===== config.mk =====
export PLATFORM = sky130hd
export DESIGN_NAME = battery_gauge
export DESIGN_NICKNAME = d
export VERILOG_FILES = /design/src/rtl/batt_pkg.sv /design/src/rtl/charger_debounce.sv /design/src/rtl/battery_gauge.sv
export SDC_FILE = /design/constraint.sdc
export NUM_CORES = 1
export LEC_CHECK = 0
export ABC_AREA = 1
export BUFFER_PORTS_ARGS = -buffer_cell sky130_fd_sc_hd__buf_4
export CAP_MARGIN = 10
export CORE_UTILIZATION = 45
export DETAILED_ROUTE_END_ITERATION = 10
export SETUP_SLACK_MARGIN = 0.1
export SLEW_MARGIN = 20
export SYNTH_ARGS = -nofsm -noshare
export SYNTH_HDL_FRONTEND = slang
export SYNTH_SLANG_ARGS = --single-unit

===== constraint.sdc =====
create_clock -name clk -period 2.9 [get_ports clk]
set_clock_uncertainty 0.1 [all_clocks]
set_input_delay 0.725 -clock clk [delete_from_list [all_inputs] [get_ports clk]]
set_output_delay 0.725 -clock clk [all_outputs]
set_load 0.005 [all_outputs]

===== src/rtl/batt_pkg.sv =====
// Shared types and constants for the battery gauge.
// BATT_FAST_CHARGE_EN selects a 250 ms charge step instead of 1 s.
package batt_pkg;

  typedef enum logic [1:0] {
    ST_DISCHARGE = 2'd0,
    ST_CHARGE    = 2'd1,
    ST_FULL      = 2'd2,
    ST_EMPTY     = 2'd3
  } batt_state_e;

  localparam logic [6:0] LEVEL_MAX  = 7'd99;
  localparam logic [6:0] LOW_THRESH = 7'd25;

  // Step periods are counted in quarter ticks (250 ms each).
  localparam logic [4:0] DRAIN_PERIOD_LOW  = 5'd16;
  localparam logic [4:0] DRAIN_PERIOD_MID  = 5'd8;
  localparam logic [4:0] DRAIN_PERIOD_HIGH = 5'd4;

`ifdef BATT_FAST_CHARGE_EN
  localparam logic [4:0] CHARGE_PERIOD = 5'd1;
`else
  localparam logic [4:0] CHARGE_PERIOD = 5'd4;
`endif

  // A period of zero means "no stepping": the accumulator holds.
  function automatic logic [4:0] drain_period(input logic [1:0] fan);
    case (fan)
      2'd1:    drain_period = DRAIN_PERIOD_LOW;
      2'd2:    drain_period = DRAIN_PERIOD_MID;
      2'd3:    drain_period = DRAIN_PERIOD_HIGH;
      default: drain_period = 5'd0;
    endcase
  endfunction

endpackage


===== src/rtl/charger_debounce.sv =====
// Two-flop synchronizer plus debounce counter for the raw charger input.
module charger_debounce #(
  parameter int DEBOUNCE_CYC = 20
) (
  input  logic clk,
  input  logic rst_n,
  input  logic raw_in,
  output logic clean_out
);

  localparam int CNT_W = $clog2(DEBOUNCE_CYC + 1);

  logic             sync1_q, sync2_q;
  logic             clean_q, clean_d;
  logic [CNT_W-1:0] cnt_q, cnt_d;

  // NOTE: always_comb assigns every output a default first so no latch is inferred.
  always_comb begin
    clean_d = clean_q;
    cnt_d   = '0;
    if (sync2_q != clean_q) begin
      if (cnt_q == CNT_W'(DEBOUNCE_CYC - 1)) begin
        clean_d = sync2_q;
      end else begin
        cnt_d = cnt_q + CNT_W'(1);
      end
    end
  end

  // NOTE: sequential state uses non-blocking assignments so all flops sample together.
  always_ff @(posedge clk or negedge rst_n) begin
    if (!rst_n) begin
      sync1_q <= 1'b0;
      sync2_q <= 1'b0;
      clean_q <= 1'b0;
      cnt_q   <= '0;
    end else begin
      sync1_q <= raw_in;
      sync2_q <= sync1_q;
      clean_q <= clean_d;
      cnt_q   <= cnt_d;
    end
  end

  assign clean_out = clean_q;

endmodule


===== src/rtl/battery_gauge.sv =====
// Battery level model: quarter-tick prescaler, step accumulator, state machine.
// Build option: BATT_FAST_CHARGE_EN (charge period taken from batt_pkg).
module battery_gauge
  import batt_pkg::*;
#(
  parameter int CLK_HZ       = 1000,
  parameter int INIT_LEVEL   = 99,
  parameter int DEBOUNCE_CYC = 20
) (
  input  logic       clk,
  input  logic       rst_n,
  input  logic       charger_in,
  input  logic [1:0] fan_state,
  output logic [7:0] battery,
  output logic       charging,
  output logic       full,
  output logic       low,
  output logic       empty
);

  localparam int QTR     = CLK_HZ / 4;
  localparam int PRESC_W = (QTR > 1) ? $clog2(QTR) : 1;
  localparam logic [6:0] INIT_LVL = 7'(INIT_LEVEL);
  localparam batt_state_e INIT_STATE = (INIT_LEVEL == 99) ? ST_FULL :
                                       (INIT_LEVEL == 0)  ? ST_EMPTY : ST_DISCHARGE;

  logic               plugged;
  logic               qtick;
  logic [PRESC_W-1:0] presc_q, presc_d;
  logic [4:0]         acc_q, acc_d;
  logic [4:0]         period;
  logic               step;
  batt_state_e        state_q, state_d;
  logic [6:0]         level_q, level_d;
  logic               charging_q, full_q, low_q, empty_q;

  charger_debounce #(.DEBOUNCE_CYC(DEBOUNCE_CYC)) u_debounce (
    .clk       (clk),
    .rst_n     (rst_n),
    .raw_in    (charger_in),
    .clean_out (plugged)
  );

  assign qtick   = (presc_q == PRESC_W'(QTR - 1));
  assign presc_d = qtick ? '0 : presc_q + PRESC_W'(1);

  always_comb begin
    state_d = state_q;
    level_d = level_q;
    acc_d   = acc_q;
    step    = 1'b0;

    case (state_q)
      ST_DISCHARGE: period = drain_period(fan_state);
      ST_CHARGE:    period = CHARGE_PERIOD;
      default:      period = 5'd0;
    endcase

    if (qtick && period != 5'd0) begin
      step  = (acc_q >= period - 5'd1);
      acc_d = step ? 5'd0 : acc_q + 5'd1;
    end

    // Plug/unplug is checked first so it overrides a coincident step.
    case (state_q)
      ST_DISCHARGE: begin
        if (plugged) begin
          state_d = (level_q == LEVEL_MAX) ? ST_FULL : ST_CHARGE;
        end else if (step && level_q != 7'd0) begin
          level_d = level_q - 7'd1;
          if (level_q == 7'd1) state_d = ST_EMPTY;
        end
      end
      ST_CHARGE: begin
        if (!plugged) begin
          state_d = ST_DISCHARGE;
        end else if (step && level_q < LEVEL_MAX) begin
          level_d = level_q + 7'd1;
          if (level_q == LEVEL_MAX - 7'd1) state_d = ST_FULL;
        end
      end
      ST_FULL:  if (!plugged) state_d = ST_DISCHARGE;
      ST_EMPTY: if (plugged)  state_d = ST_CHARGE;
      default:  state_d = ST_DISCHARGE;
    endcase

    if (state_d != state_q) acc_d = 5'd0;
  end

  // Flags are registered from the next-state values so they move with battery.
  always_ff @(posedge clk or negedge rst_n) begin
    if (!rst_n) begin
      presc_q    <= '0;
      acc_q      <= 5'd0;
      state_q    <= INIT_STATE;
      level_q    <= INIT_LVL;
      charging_q <= 1'b0;
      full_q     <= (INIT_LVL == LEVEL_MAX);
      low_q      <= (INIT_LVL <= LOW_THRESH);
      empty_q    <= (INIT_LEVEL == 0);
    end else begin
      presc_q    <= presc_d;
      acc_q      <= acc_d;
      state_q    <= state_d;
      level_q    <= level_d;
      charging_q <= (state_d == ST_CHARGE);
      full_q     <= (level_d == LEVEL_MAX);
      low_q      <= (level_d <= LOW_THRESH);
      empty_q    <= (state_d == ST_EMPTY);
    end
  end

  assign battery  = {1'b0, level_q};
  assign charging = charging_q;
  assign full     = full_q;
  assign low      = low_q;
  assign empty    = empty_q;

endmodule


==> reports/summary.txt, run 1 <==
SETUP PATH
------------------------------------------------------------------------------------------------------
Critical path endpoint category                                                                   flop
Path depth of the worst reg2reg path                                                                17
Data arrival time at the worst-slack endpoint                                                  2960 ps
Worst Path Max Fanout                                                                                6
Setup Crit Path Kind                                                                        reg -> reg
Startpoint class of the critical path                                                             flop
Worst EP required                                                                              3030 ps

FLOORPLANNING
------------------------------------------------------------------------------------------------------
Std-Cell Rows                                                                                       25
Core ar.                                                                                      4880 um2
Height of the die                                                                              74.3 um
Die ar.                                                                                       5510 um2
Initial core utilization                                                                         0.482
Ports                                                                                               17
Die extent in x                                                                                74.3 um

FINAL LAYOUT
------------------------------------------------------------------------------------------------------
Post-route non-filler standard cell count                                                          407
Final Net Count                                                                                    357
Utilization after layout                                                                         0.592
Top library cells by usage in the layout, fill and taps aside                             62 x sky130_fd_sc_hd__nand2_1, 31 x sky130_fd_sc_hd__nor2_1, 29 x sky130_fd_sc_hd__inv_1, 28 x sky130_fd_sc_hd__dfrtp_1
Fillcell total                                                                                     465
Area of combinational cells with multiple inputs                                              1490 um2
Area overhead of the layout relative to synthesis                                                23.0%
Commonest non-fill, non-tap cell in the layout                                            sky130_fd_sc_hd__nand2_1
Area used by sequential logic in the layout                                                    858 um2
Final instance area                                                                           2890 um2
Diode insertion count for antenna repair                                                             0
Fraction of layout instances using a drive strength above 1                                      0.297

PLACEMENT
------------------------------------------------------------------------------------------------------
Port Buffers                                                                                        15
Cells after DPL                                                                                    397
Worst Setup Slack post-DPL                                                                     -208 ps
Routability-driven placement congestion ratio                                                    0.885
Post-placement cell area                                                                      2640 um2
Placed wire-length estimate                                                                    3.98 mm

TIMING
------------------------------------------------------------------------------------------------------
Unrepaired setup endpoints after global routing                                                    yes
Final critical-path share of the clock period                                                    0.977
Peak Freq                                                                                      353 MHz
Setup-failing EPs final                                                                              0
Number of max-slew violations in the final report                                                    0
Clock period minus final worst setup slack                                                     2830 ps
Minimum setup slack in the final design                                                        67.2 ps
Count of endpoints failing hold in the final timing report                                           0

CLOCK NETWORK
------------------------------------------------------------------------------------------------------
Cts bufs inserted                                                                                    5
Maximum buffer depth of the clock tree                                                               2
Clock transition at the register clock pins on the worst setup and hold paths after CTS          70 ps
Worst-Skew Late Latency                                                                         290 ps
Sink count of the clock tree                                                                        34
CTS tree                                                                                          done
Master cell of the clock root buffer                                                      sky130_fd_sc_hd__clkbuf_8
H-tree depth                                                                                         2

ROUTING
------------------------------------------------------------------------------------------------------
Average wire per standard cell                                                                 13.4 um
Total wire length after detailed routing                                                       5.44 mm
Number of antenna-violating nets in the routed design                                                0
DR DRC count                                                                                         0
Via density                                                                                       5.17
Starting DRT DRC Count                                                                             114
Total via count in the routed design                                                              2105
Pre-antenna DRT Iters                                                                                4

YOSYS
------------------------------------------------------------------------------------------------------
Post-Syn Nets                                                                                      326
Mapped Avg Cell Area                                                                          7.63 um2
Seq cells post-synth                                                                                34
Synth unique cells                                                                                  37
Synth warn                                                                                           0
Gate Count Post-Synth                                                                              308
Combined area of all synthesized cells                                                        2350 um2
Share of synthesized area occupied by flip-flops and latches                                     0.365

JOB
------------------------------------------------------------------------------------------------------
Maximum capacitance violations                                                                       0

GRT
------------------------------------------------------------------------------------------------------
Maximum number of pins on one net before global-route repair                                        35
Congestion Overflow GR                                                                               0
Number of antenna violations at the first check in global routing                                    0
Tot GR Track Use                                                                                 0.212
Global-route wire length before repair                                                         8.63 mm
Number of global-route vias before repair                                                         1869

MIN PATH
------------------------------------------------------------------------------------------------------
Hold Path Cell Cnt                                                                                   0
Class of the tightest hold or removal check                                                 reg -> reg

POWER AND IR DROP
------------------------------------------------------------------------------------------------------
Pwr dens                                                                                    656 nW/um2
Leakage dissipation                                                                            1.41 nW
Peak VDD IR                                                                                 0.000438 V

OUTCOME
------------------------------------------------------------------------------------------------------
Status                                                                                    finished, final reports clean

==> where the power goes <==
part	switching, mW	leakage [nW]	internal, mW	total, mW
combinational	0.517	0.935	0.366	0.883
clock	0.176	0.0514	0.256	0.432
sequential	0.0539	0.423	0.526	0.580
==> cell families after synthesis <==
family / after synthesis / synth area share
xor gates and xnor gates: 7 / 0.0261
adders and majority gates: 13 / 0.0692
buffers and inverters: 39 / 0.0687
AOI/OAI and AO/OA: 23 / 0.0559
DFF: 34 / 0.365
other: 1 / 0.00160
and+or+nand+nor: 191 / 0.413
==> cell usage after synthesis (all sizes together) <==
master,instances,area [um2]
nand4,12,96.3
nor3b,1,7.51
nor3,9,45.0
ha,13,163
xor2,5,43.8
o21bai,1,7.51
nor2,44,216
dfstp,6,158
or2,1,6.26
buf,5,33.8
inv,32,120
clkinv,2,7.51
nand2,83,337
conb,1,3.75
nand3b,2,15.0
a22oi,1,7.51
nand3,38,240
a21oi,11,58.8
and3,1,7.51
o21ai,6,30.0
dfrtp,28,701
o31ai,1,7.51
a31oi,2,12.5
o21a,1,7.51
xnor2,2,17.5
==> layout make-up <==
cell class | instances | share of cell area
Multi-Input combinational cell | 236 | 0.516
Clock inverter | 2 | 0.0130
Inverter | 34 | 0.0442
Clock buffer | 6 | 0.0251
Timing Repair Buffer | 28 | 0.0753
Tap cell | 67 | 0.0290
Sequential cell | 34 | 0.297
==> final timing paths <==
| path | end | slack (ps) | start |
|---|---|---|---|
| min | u_debounce.sync2_q | 260 | u_debounce.sync1_q |
| max reg2reg | full | 70 | state_q[1] |
| max in group asynchronous | level_q[1] | 2070 | rst_n |
| min in group asynchronous | acc_q[3] | 280 | rst_n |
| max | full | 70 | state_q[1] |
| min reg2reg | u_debounce.sync2_q | 260 | u_debounce.sync1_q |
==> sequential cells by signal, indices dropped and copies added (netlist names), 2 cells and up <==
name and cells:
presc_q 8, level_q 7, acc_q 5, u_debounce.cnt_q 5
state_q 2
==> through the flow <==
stage | hold WS (ps) | TNS (ps) | power [mW]
floorplan | 231 | 0 | 1.10
global placement | 235 | -1860 | 1.38
detailed placement | 242 | -2380 | 1.38
CTS | 259 | 0 | 1.82
global route | 263 | -207 | 2.02
finish | 255 | 0 | 1.90
==> layer usage <==
layer  share of wire  track usage  vias to the layer above  routed length (um)
met5               0            0                        -                   0
met1            0.48        0.289                      967                2590
li1                -            -                     1068                   -
met2            0.46        0.334                       62                2520
met4           0.015       0.0776                        0                  80
met3           0.047       0.0434                        8                 253
==> what timing repair did <==
action / in CTS / in global routing
endpoints found under the setup margin: 10 / 16
hold buffers: 0 / 0
pin swaps: 2 / 15
resized for setup: 1 / 31
buffers inserted: 0 / 1
cloned: 0 / 1
==> critical path: stages, from the launching register on <==
cell	delay, ps
sky130_fd_sc_hd__dfstp_2	580
sky130_fd_sc_hd__inv_2	70
sky130_fd_sc_hd__a31oi_4	170
sky130_fd_sc_hd__ha_2	210
sky130_fd_sc_hd__ha_4	200
sky130_fd_sc_hd__ha_4	270
sky130_fd_sc_hd__nand2_4	60
sky130_fd_sc_hd__nor2_4	130
sky130_fd_sc_hd__nand2_4	80
sky130_fd_sc_hd__nand2_8	100
sky130_fd_sc_hd__nand3_4	90
sky130_fd_sc_hd__nor2_4	190
sky130_fd_sc_hd__nand2_2	80
sky130_fd_sc_hd__nand3b_1	100
sky130_fd_sc_hd__nand2_2	70
sky130_fd_sc_hd__nor2_2	100
sky130_fd_sc_hd__nand3_1	80
sky130_fd_sc_hd__nor2_2	100
No activity file was read; power rests on OpenSTA's default activity.
==> inputs of run 2 (changes only) <==
--- a/config.mk
+++ b/config.mk
@@ -5,11 +5,12 @@
 export SDC_FILE = /design/constraint.sdc
 export NUM_CORES = 1
 export LEC_CHECK = 0
-export ABC_AREA = 1
+export ABC_AREA = 0
 export BUFFER_PORTS_ARGS = -buffer_cell sky130_fd_sc_hd__buf_4
 export CAP_MARGIN = 10
 export CORE_UTILIZATION = 45
 export DETAILED_ROUTE_END_ITERATION = 10
+export PLACE_DENSITY = 0.68
 export SETUP_SLACK_MARGIN = 0.1
 export SLEW_MARGIN = 20
 export SYNTH_ARGS = -nofsm -noshare
==> run 2 against run 1 <==
Compared with the run above: the flow now finishes with violations (negative setup slack); flip-flop and latch count is the same; register-to-register slack got worse by 310 ps; cell count shrank 21%; sequential power down 11%; first-iteration DRC count shrank 31%; hold slack hardly changed; area after synthesis down 12%; setup slack got worse by 340 ps; largest cell class unchanged; highest routed layer unchanged.
==> reports/summary.txt, run 2 <==
OUTCOME
------------------------------------------------------------------------------------------------------
Status                                                                                    finished, violations left
Violations in the final reports                                                           negative setup slack

FINAL LAYOUT
------------------------------------------------------------------------------------------------------
Top library cells by usage in the layout, fill and taps aside                             48 x sky130_fd_sc_hd__buf_4, 27 x sky130_fd_sc_hd__dfrtp_1, 22 x sky130_fd_sc_hd__nor2_1, 14 x sky130_fd_sc_hd__nand2_1
Fraction of layout instances using a drive strength above 1                                      0.422
Commonest non-fill, non-tap cell in the layout                                            sky130_fd_sc_hd__buf_4
Diode insertion count for antenna repair                                                             0
Largest register FFs                                                                                 8
Fillcell total                                                                                     351
Area overhead of the layout relative to synthesis                                                36.9%
Final Net Count                                                                                    285
Register name with the most flops                                                              presc_q
Post-route non-filler standard cell count                                                          320
Largest registers ranked by flip-flop count                                               presc_q (8), level_q (7)

YOSYS
------------------------------------------------------------------------------------------------------
Top-area cell type share of the netlist area                                                     0.338
Post-Syn Nets                                                                                      234
Number of enable flip-flop cells after synthesis                                                     0
Parity-gate share of the synthesized area counting xor and xnor cells                           0.0628
Complex-gate fraction of the synthesized area                                                    0.167
Primary FF master, synth                                                                  sky130_fd_sc_hd__dfrtp_1
Share of flip-flops with an asynchronous set or reset                                             1.00
Simple-gate area share of the yosys netlist                                                      0.221
Synth unique cells                                                                                  56
Library cell with the largest summed area after synthesis                                 sky130_fd_sc_hd__dfrtp_1
Main combinational cell family by area after synthesis                                    simple AND/OR/NAND/NOR gates
Combined area of all synthesized cells                                                        2070 um2
Gate Count Post-Synth                                                                              216
Mapped Avg Cell Area                                                                          9.59 um2
Seq cells post-synth                                                                                34
Largest cells by area after synthesis                                                     sky130_fd_sc_hd__dfrtp_1 34%, sky130_fd_sc_hd__ha_1 7.9%, sky130_fd_sc_hd__dfstp_2 7.6%
Share of synthesized area occupied by flip-flops and latches                                     0.415
Mux share of post-synthesis cell area                                                           0.0151
Most numerous cell in the Yosys netlist                                                   sky130_fd_sc_hd__dfrtp_1
Adder and majority gate portion of the synthesized area                                         0.0785
Most frequent cells after synthesis                                                       28 x sky130_fd_sc_hd__dfrtp_1, 26 x sky130_fd_sc_hd__nor2_1, 15 x sky130_fd_sc_hd__nand2_1
Synth warn                                                                                           0

CLOCK NETWORK
------------------------------------------------------------------------------------------------------
Sink count of the clock tree                                                                        34
CTS tree                                                                                          done
H-tree depth                                                                                         2
Cts bufs inserted                                                                                    5
Worst-Skew Late Latency                                                                         290 ps
Maximum buffer depth of the clock tree                                                               2
Clock transition at the register clock pins on the worst setup and hold paths after CTS          70 ps
Master cell of the clock root buffer                                                      sky130_fd_sc_hd__clkbuf_8

SETUP PATH
------------------------------------------------------------------------------------------------------
Data arrival time at the worst-slack endpoint                                                  3260 ps
Critical path endpoint category                                                                   flop
Most frequent cell on the critical path                                                   sky130_fd_sc_hd__ha_4
Bufs and invs on worst path                                                                          4
Ordered cell list for the critical path                                                   buf_6 -> a21oi_2 -> nor2_2 -> inv_2 -> ha_4 -> ha_4 -> ha_4 -> nand4b_4 -> a2111oi_4 -> buf_4 -> a32oi_2 -> xnor2_1 -> buf_4 -> nand2_2 -> a311oi_2
Setup Crit Path Kind                                                                         in -> reg
Worst EP required                                                                              2990 ps
Worst Path Max Fanout                                                                                5
Critical path's top delay family                                                          compound AO/OA/AOI/OAI gates
Startpoint class of the critical path                                                     primary input
Crit path largest cell delay                                                                    400 ps
Highest-delay cell along the critical path                                                sky130_fd_sc_hd__a2111oi_4

TIMING
------------------------------------------------------------------------------------------------------
Actual transition at the worst max-transition pin                                               722 ps
Clock period minus final worst setup slack                                                     3170 ps
Unrepaired setup endpoints after global routing                                                    yes
Setup-failing EPs final                                                                              8
Minimum setup slack in the final design                                                        -273 ps
Count of endpoints failing hold in the final timing report                                           0
Number of max-slew violations in the final report                                                    0
Final critical-path share of the clock period                                                     1.09
Slew headroom                                                                                    0.514
Peak Freq                                                                                      315 MHz
Total negative slack for setup checks                                                         -1030 ps

ROUTING
------------------------------------------------------------------------------------------------------
Starting DRT DRC Count                                                                              79
Pre-antenna DRT Iters                                                                                4
Via density                                                                                       5.59
Number of antenna-violating nets in the routed design                                                0
Total wire length after detailed routing                                                       4.97 mm
Total via count in the routed design                                                              1789
DR DRC count                                                                                         0
Average wire per standard cell                                                                 15.5 um

GRT
------------------------------------------------------------------------------------------------------
Congestion Overflow GR                                                                               0
Global-route wire length before repair                                                         8.30 mm
Number of global-route vias before repair                                                         1775
Number of antenna violations at the first check in global routing                                    0
Maximum number of pins on one net before global-route repair                                        35
Tot GR Track Use                                                                                 0.214

FLOORPLANNING
------------------------------------------------------------------------------------------------------
Std-Cell Rows                                                                                       24
Die extent in x                                                                                69.8 um
Die ar.                                                                                       4880 um2
Height of the die                                                                              69.8 um
Core ar.                                                                                      4380 um2
Initial core utilization                                                                         0.472
Ports                                                                                               17

POWER AND IR DROP
------------------------------------------------------------------------------------------------------
Peak VDD IR                                                                                 0.000313 V
Pwr dens                                                                                    433 nW/um2
Leakage dissipation                                                                            1.25 nW

PLACEMENT
------------------------------------------------------------------------------------------------------
Placed wire-length estimate                                                                    3.36 mm
Routability-driven placement congestion ratio                                                    0.858
Cells after DPL                                                                                    301
Port Buffers                                                                                        15

MIN PATH
------------------------------------------------------------------------------------------------------
Class of the tightest hold or removal check                                                 reg -> reg

JOB
------------------------------------------------------------------------------------------------------
Maximum capacitance violations                                                                       0

-- run 2: changes by cell type after synthesis, moves of 4 or more --
cell and delta:
sky130_fd_sc_hd__nor2_2 -5, sky130_fd_sc_hd__nand3_2 -10, sky130_fd_sc_hd__nand4_1 -5, sky130_fd_sc_hd__xnor2_1 +5
sky130_fd_sc_hd__nor2_1 -9, sky130_fd_sc_hd__nand3_1 -18, sky130_fd_sc_hd__and3_1 +5, sky130_fd_sc_hd__inv_1 -18
sky130_fd_sc_hd__nor3_1 -7, sky130_fd_sc_hd__o21ai_0 +4, sky130_fd_sc_hd__nand2_1 -58, sky130_fd_sc_hd__nand2_2 -9
-- run 2: cells by family after synthesis --
kind of cell               after synthesis
and+or+nand+nor                         85
AOI/OAI and AO/OA                       46
buffers and inverters                   20
xor gates and xnor gates                14
adders and majority gates               13
muxes                                    3
DFF                                     34
other                                    1
-- run 2: worst paths after layout --
check,from,endpoint,slack (ps),depth (start not counted)
min in group asynchronous,rst_n,acc_q[3],270,1
hold reg to reg,u_debounce.sync1_q,u_debounce.sync2_q,260,0
hold / removal,u_debounce.sync1_q,u_debounce.sync2_q,260,0
setup reg to reg,state_q[0],low,-240,13
setup / recovery,fan_state[1],low,-270,15
max in group asynchronous,rst_n,state_q[1],2090,1
-- run 2: power by group --
part           total (mW)  leakage [nW]  switching, mW  internal (mW)
registers           0.519         0.425         0.0239          0.495
logic               0.253         0.770          0.136          0.117
clock network       0.457        0.0585          0.176          0.280
-- run 2: metal layers --
layer	up-vias	global-route usage	wire, um
met2	43	0.364	2570
li1	872	-	-
met5	-	0	0
met1	867	0.268	2140
met4	0	0.0511	61
met3	7	0.0581	195
-- run 2: area by class of cell --
type / instances / area (um2) / share of cell area
Multi-Input combinational cell: 162 / 1350 / 0.476
Clock buffer: 7 / 86.3 / 0.0305
Sequential cell: 34 / 860 / 0.303
Clock inverter: 1 / 30.0 / 0.0106
Inverter: 13 / 51.3 / 0.0181
Timing Repair Buffer: 51 / 394 / 0.139
Tap cell: 52 / 65.1 / 0.0229
-- run 2: what timing repair did --
action                     CTS  global route
setup endpoints to repair   17            18
hold buffers                 0             0
setup buffers                4             7
resized for setup           18            18
pin swaps                   16            17
-- run 2: worst register-to-register path, stage by stage (launching register included) --
cell	delay, ps
sky130_fd_sc_hd__dfrtp_2	450
sky130_fd_sc_hd__nor2_4	130
sky130_fd_sc_hd__nand3b_1	130
sky130_fd_sc_hd__ha_4	180
sky130_fd_sc_hd__ha_4	220
sky130_fd_sc_hd__ha_4	290
sky130_fd_sc_hd__nand4b_4	140
sky130_fd_sc_hd__a2111oi_4	400
sky130_fd_sc_hd__buf_4	220
sky130_fd_sc_hd__a32oi_2	70
sky130_fd_sc_hd__xnor2_1	230
sky130_fd_sc_hd__buf_4	150
sky130_fd_sc_hd__nand2_2	50
sky130_fd_sc_hd__a311oi_2	290
-- run 2: through the flow --
stage | setup slack [ps] | hold WS [ps] | area [um2] | power [mW] | utilization
global placement | -566 | 233 | 2480 | 0.720 | 0.565
CTS | -209 | 266 | 2700 | 1.21 | 0.615
finish | -273 | 256 | 2840 | 1.23 | 0.647
global route | -369 | 265 | 2840 | 1.28 | 0.647
floorplan | -292 | 231 | 2150 | 0.647 | -
detailed placement | -567 | 247 | 2480 | 0.722 | 0.565
==> inputs of run 3 (changes only) <==
--- a/config.mk
+++ b/config.mk
@@ -8,9 +8,11 @@
 export ABC_AREA = 0
 export BUFFER_PORTS_ARGS = -buffer_cell sky130_fd_sc_hd__buf_4
 export CAP_MARGIN = 10
-export CORE_UTILIZATION = 45
+export CELL_PAD_IN_SITES_DETAIL_PLACEMENT = 0
+export CELL_PAD_IN_SITES_GLOBAL_PLACEMENT = 1
+export CORE_UTILIZATION = 42
 export DETAILED_ROUTE_END_ITERATION = 10
-export PLACE_DENSITY = 0.68
+export PLACE_DENSITY_LB_ADDON = 0.12
 export SETUP_SLACK_MARGIN = 0.1
 export SLEW_MARGIN = 20
 export SYNTH_ARGS = -nofsm -noshare
==> run 3 against run 2 <==
Compared with the run above: the run still ends with negative setup slack left; via count grew 2.5%; die area grew 6.9%; clock power increased by 20%; register-to-register slack better by 40 ps; sequential power shrank 3%.
==> reports/summary.txt, run 3 (synthesis gave the netlist of run 2 again) <==
ROUTING
------------------------------------------------------------------------------------------------------
Total via count in the routed design                                                              1833
Pre-antenna DRT Iters                                                                                4
Number of antenna-violating nets in the routed design                                                0
DR DRC count                                                                                         0
Total wire length after detailed routing                                                       5.07 mm
Via density                                                                                       5.36
Average wire per standard cell                                                                 14.8 um
Starting DRT DRC Count                                                                              90

FLOORPLANNING
------------------------------------------------------------------------------------------------------
Die extent in x                                                                                72.2 um
Ports                                                                                               17
Std-Cell Rows                                                                                       25
Height of the die                                                                              72.2 um
Core ar.                                                                                      4720 um2
Initial core utilization                                                                         0.438
Die ar.                                                                                       5220 um2

OUTCOME
------------------------------------------------------------------------------------------------------
Violations in the final reports                                                           negative setup slack
Status                                                                                    finished, violations left

TIMING
------------------------------------------------------------------------------------------------------
Unrepaired setup endpoints after global routing                                                    yes
Final critical-path share of the clock period                                                     1.07
Count of endpoints failing hold in the final timing report                                           0
Actual transition at the worst max-transition pin                                               694 ps
Minimum setup slack in the final design                                                        -206 ps
Slew headroom                                                                                    0.534
Number of max-slew violations in the final report                                                    0
Smallest hold slack                                                                             257 ps
Setup-failing EPs final                                                                              4
Peak Freq                                                                                      322 MHz
Clock period minus final worst setup slack                                                     3110 ps

GRT
------------------------------------------------------------------------------------------------------
Tot GR Track Use                                                                                 0.211
Number of antenna violations at the first check in global routing                                    0
Maximum number of pins on one net before global-route repair                                        35
Number of global-route vias before repair                                                         1818
Global-route wire length before repair                                                         8.40 mm
Congestion Overflow GR                                                                               0

SETUP PATH
------------------------------------------------------------------------------------------------------
Worst EP required                                                                              3010 ps
Setup Crit Path Kind                                                                         in -> reg
Path depth of the worst reg2reg path                                                                13
Worst Path Max Fanout                                                                                5
Startpoint class of the critical path                                                     primary input
Data arrival time at the worst-slack endpoint                                                  3210 ps
Critical path endpoint category                                                                   flop

FINAL LAYOUT
------------------------------------------------------------------------------------------------------
Fillcell total                                                                                     376
Area of combinational cells with multiple inputs                                              1380 um2
Area overhead of the layout relative to synthesis                                                45.0%
Area used by sequential logic in the layout                                                    858 um2
Commonest non-fill, non-tap cell in the layout                                            sky130_fd_sc_hd__buf_4
Final instance area                                                                           3000 um2
Top library cells by usage in the layout, fill and taps aside                             47 x sky130_fd_sc_hd__buf_4, 28 x sky130_fd_sc_hd__dfrtp_1, 22 x sky130_fd_sc_hd__nor2_1, 15 x sky130_fd_sc_hd__nand2_1
Diode insertion count for antenna repair                                                             0
Final Net Count                                                                                    292
Utilization after layout                                                                         0.636
Fraction of layout instances using a drive strength above 1                                      0.436
Largest registers ranked by flip-flop count                                               presc_q (8), level_q (7)
Largest register FFs                                                                                 8
Register name with the most flops                                                              presc_q

CLOCK NETWORK
------------------------------------------------------------------------------------------------------
Maximum buffer depth of the clock tree                                                               2
Worst-Skew Late Latency                                                                         290 ps
Master cell of the clock root buffer                                                      sky130_fd_sc_hd__clkbuf_8
Sink count of the clock tree                                                                        34
Post-CTS Hold Fix Bufs                                                                               0
Cts bufs inserted                                                                                    5
Clock transition at the register clock pins on the worst setup and hold paths after CTS          70 ps
H-tree depth                                                                                         2
CTS tree                                                                                          done

MIN PATH
------------------------------------------------------------------------------------------------------
Class of the tightest hold or removal check                                                 reg -> reg
Hold Path Cell Cnt                                                                                   0

PLACEMENT
------------------------------------------------------------------------------------------------------
Worst Setup Slack post-DPL                                                                     -615 ps
Placed wire-length estimate                                                                    3.49 mm
Routability-driven placement congestion ratio                                                    0.915
Port Buffers                                                                                        15
Post-placement cell area                                                                      2520 um2

JOB
------------------------------------------------------------------------------------------------------
Maximum capacitance violations                                                                       0

POWER AND IR DROP
------------------------------------------------------------------------------------------------------
Peak VDD IR                                                                                 0.000242 V
Pwr Total                                                                                      1.34 mW
Leakage dissipation                                                                            1.32 nW
Pwr dens                                                                                    448 nW/um2

## run 3: changes by cell type in the layout (fill, tap and decap cells not counted), sizes merged
cell	before	now
bufinv	1	2
buf	51	58
clkbuf	7	6
## run 3: power by group
| part | internal [mW] | switching [mW] |
|---|---|---|
| Combinational | 0.140 | 0.150 |
| Sequential | 0.494 | 0.0116 |
| Clock | 0.367 | 0.182 |
| Total | 1.00 | 0.343 |
## run 3: final timing paths
kind	start	to	slack [ps]
max in group asynchronous	rst_n	level_q[1]	2080
min reg2reg	u_debounce.sync1_q	u_debounce.sync2_q	260
max reg2reg	state_q[1]	full	-200
min in group asynchronous	rst_n	presc_q[5]	270
min	u_debounce.sync1_q	u_debounce.sync2_q	260
max	fan_state[0]	full	-210
## run 3: stage by stage
stage | TNS (ps) | std cells
3_5_place_dp | -6470 | 320
4_1_cts | -361 | 335
3_3_place_gp | -5380 | 320
6_report | -513 | 342
5_1_grt | -1640 | 342
2_1_floorplan | -1270 | 216
## run 3: area by class of cell
class	count	area share
Inverter	13	0.0171
Timing Repair Buffer	58	0.162
Clock inverter	2	0.0200
Tap cell	67	0.0279
Multi-Input combinational cell	162	0.460
Sequential cell	34	0.286
Clock buffer	6	0.0275
## run 3: metal layers
layer / vias to the layer above / GRT usage / wire (um) / part of all wire
met5: - / 0 / 0 / 0
met4: 0 / 0.0850 / 66 / 0.013
met3: 6 / 0.0472 / 167 / 0.033
met2: 27 / 0.367 / 2620 / 0.52
met1: 913 / 0.254 / 2220 / 0.44
li1: 887 / - / - / -
## run 3: worst max-delay path, stage by stage
cell and delay (ps):
sky130_fd_sc_hd__buf_6 100, sky130_fd_sc_hd__a21oi_4 140, sky130_fd_sc_hd__nor2_2 50, sky130_fd_sc_hd__inv_1 90, sky130_fd_sc_hd__ha_4 140, sky130_fd_sc_hd__ha_4 200, sky130_fd_sc_hd__ha_4 290, sky130_fd_sc_hd__nand4b_4 130
sky130_fd_sc_hd__buf_4 160, sky130_fd_sc_hd__a211oi_2 190, sky130_fd_sc_hd__buf_4 190, sky130_fd_sc_hd__nand4_1 160, sky130_fd_sc_hd__o32ai_4 180, sky130_fd_sc_hd__xor2_2 230, sky130_fd_sc_hd__nor4b_4 220
## run 3: repair_timing
action                     in CTS  in global routing
setup buffers                   8                  8
pin swaps                      23                 15
hold endpoints to repair        0                  0
gates resized for setup        26                 21
setup endpoints to repair      16                 16
